## src/rtl/i2c_master_reader.sv

```systemverilog
// I2C initiator: writes a command byte, repeated-START, then reads 1..2 bytes MSB-first.
// Optional feature macro: I2C_CLK_STRETCH_EN (honour target SCL stretching in the high phase).
module i2c_master_reader #(
   parameter int CLK_DIV = 125,
   parameter int ADDR_W  = 7
) (
   input  logic              CLCK,
   input  logic              RST,
   input  logic              START,
   input  logic [ADDR_W-1:0] DEV_ADDR,
   input  logic [7:0]        CMD,
   input  logic              NBYTES,
   input  logic              SCL_IN,
   input  logic              SDA_IN,
   output logic              SCL_OE,
   output logic              SDA_OE,
   output logic              BUSY,
   output logic              DONE,
   output logic              NACK,
   output logic [15:0]       RDATA
);
   localparam int               DIV_W    = (CLK_DIV > 1) ? $clog2(CLK_DIV) : 1;
   localparam logic [DIV_W-1:0] DIV_LAST = DIV_W'(CLK_DIV - 1);

   typedef enum logic [3:0] {
      ST_IDLE = 4'd0,
      ST_STA  = 4'd1,
      ST_TXA  = 4'd2,
      ST_AK1  = 4'd3,
      ST_TXC  = 4'd4,
      ST_AK2  = 4'd5,
      ST_RSTA = 4'd6,
      ST_AK3  = 4'd7,
      ST_RXB  = 4'd8,
      ST_MAK  = 4'd9,
      ST_STO  = 4'd10
   } state_t;

   state_t            state_q, state_d;
   logic [DIV_W-1:0]  div_q, div_d;
   logic [1:0]        phase_q, phase_d;
   logic [2:0]        bit_q, bit_d;
   logic [7:0]        tx_q, tx_d;
   logic [15:0]       rx_q, rx_d;
   logic [ADDR_W-1:0] addr_q, addr_d;
   logic [7:0]        cmd_q, cmd_d;
   logic              nbytes_q, nbytes_d;
   logic              rd_q, rd_d;         // address frame with R/W=1 is in progress
   logic              second_q, second_d;
   logic              ack_q, ack_d;       // SDA level captured in the ACK slot, 1 = NACK
   logic              nackf_q, nackf_d;
   logic              scl_oe_q, scl_oe_d;
   logic              sda_oe_q, sda_oe_d;
   logic              busy_q, busy_d;
   logic              done_q, done_d;
   logic              nack_q, nack_d;
   logic [15:0]       rdata_q, rdata_d;
   logic              stall_s;
   logic              tick_s;
   logic              scl_low_s;

`ifdef I2C_CLK_STRETCH_EN
   assign stall_s = (phase_q == 2'd2) && !scl_oe_q && !SCL_IN;
`else
   logic unused_scl_in_s;
   assign unused_scl_in_s = SCL_IN;
   assign stall_s         = 1'b0;
`endif

   assign tick_s    = (state_q != ST_IDLE) && !stall_s && (div_q == DIV_LAST);
   assign scl_low_s = (phase_q == 2'd0) || (phase_q == 2'd3);

   // Quarter-bit divider; restarts from zero while a stretched SCL is held low.
   always_comb begin
      if ((state_q == ST_IDLE) || stall_s || (div_q == DIV_LAST)) begin
         div_d = {DIV_W{1'b0}};
      end else begin
         div_d = div_q + DIV_W'(1);
      end
   end

   // Open-drain line drive decoded from state and quarter phase.
   always_comb begin
      scl_oe_d = 1'b0;
      sda_oe_d = 1'b0;
      case (state_q)
         ST_IDLE: begin
            scl_oe_d = 1'b0;
            sda_oe_d = 1'b0;
         end
         ST_STA: begin
            scl_oe_d = phase_q[1];
            sda_oe_d = (phase_q != 2'd0);
         end
         ST_RSTA: begin
            scl_oe_d = scl_low_s;
            sda_oe_d = phase_q[1];
         end
         ST_STO: begin
            scl_oe_d = (phase_q == 2'd0);
            sda_oe_d = !phase_q[1];
         end
         ST_TXA, ST_TXC: begin
            scl_oe_d = scl_low_s;
            sda_oe_d = !tx_q[7];
         end
         ST_MAK: begin
            scl_oe_d = scl_low_s;
            sda_oe_d = nbytes_q && !second_q;
         end
         ST_AK1, ST_AK2, ST_AK3, ST_RXB: begin
            scl_oe_d = scl_low_s;
            sda_oe_d = 1'b0;
         end
         default: begin
            scl_oe_d = 1'b0;
            sda_oe_d = 1'b0;
         end
      endcase
   end

   // Transaction sequencing: capture on START, sample in q2, advance state at end of q3.
   always_comb begin
      state_d  = state_q;
      phase_d  = phase_q;
      bit_d    = bit_q;
      tx_d     = tx_q;
      rx_d     = rx_q;
      addr_d   = addr_q;
      cmd_d    = cmd_q;
      nbytes_d = nbytes_q;
      rd_d     = rd_q;
      second_d = second_q;
      ack_d    = ack_q;
      nackf_d  = nackf_q;
      done_d   = 1'b0;
      nack_d   = nack_q;
      rdata_d  = rdata_q;
      if (state_q == ST_IDLE) begin
         if (START && !busy_q) begin
            state_d  = ST_STA;
            phase_d  = 2'd0;
            bit_d    = 3'd0;
            addr_d   = DEV_ADDR;
            cmd_d    = CMD;
            nbytes_d = NBYTES;
            rx_d     = 16'h0000;
            rd_d     = 1'b0;
            second_d = 1'b0;
            ack_d    = 1'b0;
            nackf_d  = 1'b0;
         end else begin
            state_d = ST_IDLE;
         end
      end else if (tick_s && (phase_q != 2'd3)) begin
         phase_d = phase_q + 2'd1;
         if (phase_q == 2'd2) begin
            case (state_q)
               ST_AK1, ST_AK2, ST_AK3: ack_d = SDA_IN;
               ST_RXB:                 rx_d  = {rx_q[14:0], SDA_IN};
               default:                ack_d = ack_q;
            endcase
         end else begin
            ack_d = ack_q;
         end
      end else if (tick_s) begin
         phase_d = 2'd0;
         case (state_q)
            ST_STA: begin
               state_d = ST_TXA;
               tx_d    = {addr_q, 1'b0};
               bit_d   = 3'd0;
            end
            ST_TXA, ST_TXC: begin
               tx_d  = {tx_q[6:0], 1'b0};
               bit_d = bit_q + 3'd1;
               if (bit_q != 3'd7) begin
                  state_d = state_q;
               end else if (state_q == ST_TXC) begin
                  state_d = ST_AK2;
               end else if (rd_q) begin
                  state_d = ST_AK3;
               end else begin
                  state_d = ST_AK1;
               end
            end
            ST_AK1: begin
               if (ack_q) begin
                  state_d = ST_STO;
                  nackf_d = 1'b1;
               end else begin
                  state_d = ST_TXC;
                  tx_d    = cmd_q;
                  bit_d   = 3'd0;
               end
            end
            ST_AK2: begin
               if (ack_q) begin
                  state_d = ST_STO;
                  nackf_d = 1'b1;
               end else begin
                  state_d = ST_RSTA;
               end
            end
            ST_RSTA: begin
               state_d = ST_TXA;
               tx_d    = {addr_q, 1'b1};
               rd_d    = 1'b1;
               bit_d   = 3'd0;
            end
            ST_AK3: begin
               if (ack_q) begin
                  state_d = ST_STO;
                  nackf_d = 1'b1;
               end else begin
                  state_d = ST_RXB;
                  bit_d   = 3'd0;
               end
            end
            ST_RXB: begin
               bit_d   = bit_q + 3'd1;
               state_d = (bit_q == 3'd7) ? ST_MAK : ST_RXB;
            end
            ST_MAK: begin
               if (nbytes_q && !second_q) begin
                  state_d  = ST_RXB;
                  second_d = 1'b1;
               end else begin
                  state_d = ST_STO;
               end
            end
            ST_STO: begin
               state_d = ST_IDLE;
               done_d  = 1'b1;
               nack_d  = nackf_q;
               rdata_d = nackf_q ? rdata_q : rx_q;
            end
            default: state_d = ST_IDLE;
         endcase
      end else begin
         state_d = state_q;
      end
      busy_d = (state_d != ST_IDLE) || done_d;
   end

   // State and output registers with synchronous reset.
   always_ff @(posedge CLCK) begin
      if (RST) begin
         state_q  <= ST_IDLE;
         div_q    <= {DIV_W{1'b0}};
         phase_q  <= 2'd0;
         bit_q    <= 3'd0;
         tx_q     <= 8'h00;
         rx_q     <= 16'h0000;
         addr_q   <= {ADDR_W{1'b0}};
         cmd_q    <= 8'h00;
         nbytes_q <= 1'b0;
         rd_q     <= 1'b0;
         second_q <= 1'b0;
         ack_q    <= 1'b0;
         nackf_q  <= 1'b0;
         scl_oe_q <= 1'b0;
         sda_oe_q <= 1'b0;
         busy_q   <= 1'b0;
         done_q   <= 1'b0;
         nack_q   <= 1'b0;
         rdata_q  <= 16'h0000;
      end else begin
         state_q  <= state_d;
         div_q    <= div_d;
         phase_q  <= phase_d;
         bit_q    <= bit_d;
         tx_q     <= tx_d;
         rx_q     <= rx_d;
         addr_q   <= addr_d;
         cmd_q    <= cmd_d;
         nbytes_q <= nbytes_d;
         rd_q     <= rd_d;
         second_q <= second_d;
         ack_q    <= ack_d;
         nackf_q  <= nackf_d;
         scl_oe_q <= scl_oe_d;
         sda_oe_q <= sda_oe_d;
         busy_q   <= busy_d;
         done_q   <= done_d;
         nack_q   <= nack_d;
         rdata_q  <= rdata_d;
      end
   end

   assign SCL_OE = scl_oe_q;
   assign SDA_OE = sda_oe_q;
   assign BUSY   = busy_q;
   assign DONE   = done_q;
   assign NACK   = nack_q;
   assign RDATA  = rdata_q;

endmodule
```

## config.mk

```make
export PLATFORM = sky130hd
export DESIGN_NAME = i2c_master_reader
export DESIGN_NICKNAME = d
export VERILOG_FILES = /design/src/rtl/i2c_master_reader.sv
export SDC_FILE = /design/constraint.sdc
export NUM_CORES = 1
export LEC_CHECK = 0
export CAP_MARGIN = 10
export CORE_MARGIN = 5
export CORE_UTILIZATION = 30
export DETAILED_ROUTE_END_ITERATION = 12
export HOLD_SLACK_MARGIN = 0.08
export SYNTH_ARGS = -nofsm -noshare
export SYNTH_HDL_FRONTEND = slang
export SYNTH_SLANG_ARGS = --single-unit
```

## constraint.sdc

```tcl
create_clock -name CLCK -period 2.4 [get_ports CLCK]
set_clock_uncertainty 0.05 [all_clocks]
set_input_delay 0.6 -clock CLCK [delete_from_list [all_inputs] [get_ports CLCK]]
set_output_delay 0.6 -clock CLCK [all_outputs]
set_load 0.01 [all_outputs]
```

# Word-level counts from Yosys, hierarchy flattened
# Index checks and enable logic that the tools add are counted.
# Widths: inputs -> output; s select.
word_totals:
  register_bits: 81
  inputBits: 21
  output_inout_bits: 21
  word_cells: 146
op_classes:
  n_addsub: 3
  eq_ne: 20
  muxes: 55
  n_bitwise: 3
  reduce_logical: 46
op_table:
  columns: ["op", "count"]
  rows:
  - ["$mux 16", 5]
  - ["$pmux 8 s4", 1]
  - ["$pmux 4 s7", 1]
  - ["$mux 1", 25]
  - ["$reduce_and 5->1", 5]
  - ["$mux 4", 6]
  - ["$mux 3", 7]
  - ["$reduce_bool 2->1", 10]
  - ["$eq 4x3->1 const B", 4]
  - ["$reduce_and 4->1", 4]
  - ["$reduce_bool 4->1", 4]
  - ["$eq 4x4->1 const B", 3]
  - ["$mux 2", 6]
  - ["$pmux 3 s3", 1]
  - ["$eq 4x2->1 const B", 2]
  - ["$mux 8", 1]
  - ["$reduce_or 2->1", 4]
  - ["$reduce_or 8->1", 1]
  - ["$add 7x1->7 const B", 1]
  - ["$eq 7x7->1 const B", 1]
  - ["$ne 2x2->1 const B", 3]
  - ["$reduce_or 3->1", 2]
  - ["$pmux 1 s5", 1]
  - ["$eq 2x2->1 const B", 2]
  - ["16 further kinds", 27]

# Depth between registers and ports, before layout
logic_depth:
  ltp_word: 9
  depth_mapped: 8
  ltp_nobuf: 7

# Least setup slack after synthesis
# Ideal clock, no wire load.
synth_path:
  path_type: "register to register"
  start: "reg phase_q[1]"
  end: "reg busy_q, in the netlist BUSY"
  setup_ns: 0.134
  arrival_ns: 1.783
  required_ns: 2.216
  setup_slack_ns: 0.433
  stages_incl_launch_ff: 7
  path_buffers: 0
  synth_period_minus_slack_ns: 1.967
  cell_sequence: "dfxtp_1 > ha_1 > nand3_1 > or2_2 > a21oi_1 > a21oi_1 > or4_1"
synth_between:
  elab_chain_cells: 6
  word_cells_on_any_way: 8
  cone_classes: "eq/ne: 1; mux: 4; reduce/logical: 3"
synth_rtl:
  columns: ["element", "line", "source"]
  rows:
  - ["start: declaration", "41", "logic [1:0] phase_q, phase_d;"]
  - ["start signal: assignment", "271", "phase_q <= phase_d;"]
  - ["$ne 2x2->1 (*)", "155", "end else if (tick_s && (phase_q != 2'd3)) begin"]
  - ["$logic_and 1x1->1 (*)", "155", null]
  - ["$mux 4", "155", null]
  - ["$mux 4", "139", "if (state_q == ST_IDLE) begin"]
  - ["$reduce_bool 4->1", "243", "busy_d = (state_d != ST_IDLE) || done_d;"]
  - ["$logic_or 1x1->1 (*)", "243", null]
  - ["end signal: assignment", "284", "busy_q <= busy_d;"]
  - ["end: declaration", "54", "logic busy_q, busy_d;"]
# Every way passes the cells marked *; elsewhere a longest branch is shown, timed or not.
# A chain may end at the register's enable or synchronous reset.

# Worst setup path in the final report
# Same ends and word-level chain as after synthesis.

==> reports/metrics.cfg <==
[layout]
fin_cells = 585
postLayoutCellArea_mm2 = 0.00440
antennaDiodeCount = 0
fillers = 1162
layout-drive-gt1-share_pct = 9.28
area_growth_pct = 24.5
nets = 465
final_util_pct = 38.4

[synthesis]
yosysTopAreaCell = dfxtp_1
netlist.area_leader.share_pct = 45.8
yosysSeqAreaShare_pct = 45.8
yosys_warnings = 0
ys_async_sr_fraction_pct = 0
synth_edf_count = 0
synth_cells = 399
synth_most_common_cell = dfxtp_1
synth.avg_cell_area_um2 = 8.87
synth_nets = 427
synthTopCellsByCount = 81 x dfxtp_1, 50 x nor2_1, 39 x nand2_1, 38 x a21oi_1, 19 x mux2i_1
ys_ff_latch = 81
synthTopCellsByArea = dfxtp_1 46%, a21oi_1 5.4%, mux2i_1 5.4%, nor2_1 5.3%, nand2_1 4.1%
syn_area_mm2 = 0.00354
synth_cell_types = 48
synth_ff_type = dfxtp_1

[worst_setup_path]
worstSetupEndpointType = flop
crit_top_cell = a21oi_1
reg2regPathDepth = 6
regToRegStartpoint = phase_q[1]
r2r_end = BUSY
cpPeakStageDelay_ns = 0.52
crit_path_cell_trace = ha_2 -> nand3_1 -> or2_2 -> a21oi_1 -> a21oi_1 -> or4_1
crit_required_ns = 2.55
worst_path_max_delay_cell = or4_1
worstPathMaxFanout = 6
cp_data_arrival_time_ns = 2.38
critical_path_class = reg -> reg
crit_path_start_kind = flop
r2r_slack_ns = 0.17

[pwr]
p_per_area_mw_per_mm2 = 676
peakVddDrop_mv = 0.472
p_leak_nw = 1.67

[clocking]
h-tree-depth = 3
cts_tree = yes
clkTransAtPathRegs_ns = 0.06
clock_path_buffers = 2
cts_root_buf = clkbuf_16
numCtsBuffers = 9
clock_latency_ns = 0.33
cts_sinks = 81

[hold_path]
hold_class = reg -> reg
min_path_cells = 2
min_from = cmd_q[3]
min_to = cmd_q[3]

[routing]
vias_per_cell = 5.06
detail_route.wl_per_cell_um = 13.9
drt_iter0_drc = 271
drc = 0
first_pass_iters = 4
wl_mm = 8.12
dr_total_vias = 2959
final_antenna_net_count = 0

[sta]
slew_violations = 0
tns_ns = 0
tightest_slew_ns = 0.619
hold_violations = 0
setup_ws_ns = 0.172
finalCritPeriodShare_pct = 92.8
relSlewSlack_pct = 58.7
rsz0062_at_grt = false
setup_viol = 0
finalCriticalPeriod_ns = 2.23
fmax_mhz = 449

[global_route]
grt_pass1_wl_mm = 13.8
grt_pass1_vias = 2808
met3_usage_pct = 3.39
grt_antenna_before_repair = 0
grt_busiest_layer = met2
grt_max_degree = 38
grtUsageMet1_pct = 15.1
use_met2_pct = 18.6
grt.overflow.total = 0
grt_usage_pct = 11.6

[floorplan]
die_w_um = 119
die_area_mm2 = 0.0141
die_h_um = 119
core-area_mm2 = 0.0115
placementRows = 39
initial_core_util_pct = 30.8
ios = 42

[placed_design]
port-buffer-count = 40
dp_cells = 569
pre_cts_ws_ns = 0.145
gp_congestion = 0.867
placedInstanceArea_mm2 = 0.00408
dpl.hpwl_mm = 5.68

[run_status]
status = completed

[flow_run]
max_cap_violations = 0

sequential cells by signal, summed over array words and instances, names as in the netlist, 2 cells and up:
register and flops:
bit_q 3, phase_q 2, cmd_q 8, rx_q 16, addr_q 7, RDATA 16, state_q 4, tx_q 8
div_q 7
cell families after synthesis:
family | count (synthesis) | share of synthesized area (%)
xor gates and xnor gates | 8 | 1.98
adders and majority gates | 8 | 2.76
and+or+nand+nor | 148 | 21.4
AOI/OAI and AO/OA | 95 | 17.4
muxes | 19 | 5.38
DFF | 81 | 45.8
buffers and inverters | 40 | 5.20
per-layer routing:
metal,part of all wire [%],vias up
li1,-,1494
met1,47,1381
met2,47,80
met3,5.2,4
met4,0.65,0
met5,0,-
critical path: cells and delay by family (launching register included):
kind | cells | cell delay (ns)
and+or+nand+nor | 3 | 1.02
DFF | 1 | 0.45
adders and majority gates | 1 | 0.31
AOI/OAI and AO/OA | 2 | 0.26
layout by cell type, fill, tap and decap left out, drive strengths merged, types with 6 or more instances in the layout:
cell type / synthesis / final
nand3: 8 / 8
a22o: 15 / 15
nand2: 39 / 39
ha: 7 / 7
clkbuf: 12 / 10
a21oi: 38 / 38
dfxtp: 81 / 81
or3: 6 / 6
nand4: 7 / 7
a211oi: 10 / 10
inv: 13 / 15
mux2i: 19 / 19
nor3: 6 / 6
buf: 15 / 15
nor2: 50 / 50
clkdlybuf4s50: 0 / 39
o21ai: 12 / 12
a32oi: 7 / 7
worst max path at each step:
| stage | cells past startpoint | start | slack, ns | end |
|---|---|---|---|---|
| after floorplan | 6 | phase_q[1] | 0.43 | BUSY |
| after global placement | 6 | START | 0.17 | ack_q |
| after detailed placement | 5 | START | 0.14 | bit_q[1] |
| after CTS | 6 | phase_q[1] | 0.14 | BUSY |
| after global routing | 6 | phase_q[1] | 0.004 | BUSY |
| final | 6 | phase_q[1] | 0.17 | BUSY |
report_power, final:
part	internal, mW	switching (mW)	total [mW]	leakage [nW]
Sequential	1.37	0.0157	1.39	0.655
Clock	0.844	0.550	1.39	0.150
Combinational	0.0802	0.116	0.196	0.869
Total	2.30	0.681	2.98	1.67
stage by stage:
stage          hold slack [ns]  power, mW
2_1_floorplan            0.380       1.54
3_3_place_gp             0.393       1.61
3_5_place_dp             0.403       1.62
4_1_cts                  0.413       3.02
5_1_grt                  0.437       3.10
6_report                 0.409       2.98
area by class of cell:
class                   instances  area [um2]  share of cell area (%)
clock buffers                  10         239                    5.43
clock inverters                 6        72.6                    1.65
inverters                      13        48.8                    1.11
multi-input cells             278        1740                    39.6
flip-flops and latches         81        1620                    36.8
well taps                     143         179                    4.06
repair buffers                 54         500                    11.4
what timing repair did:
item	in CTS	in global routing
setup endpoints to repair	0	4
buffers inserted	0	0
hold buffers	0	0
resized for setup	0	2
Note: power is estimated with default switching activity, not from simulation.
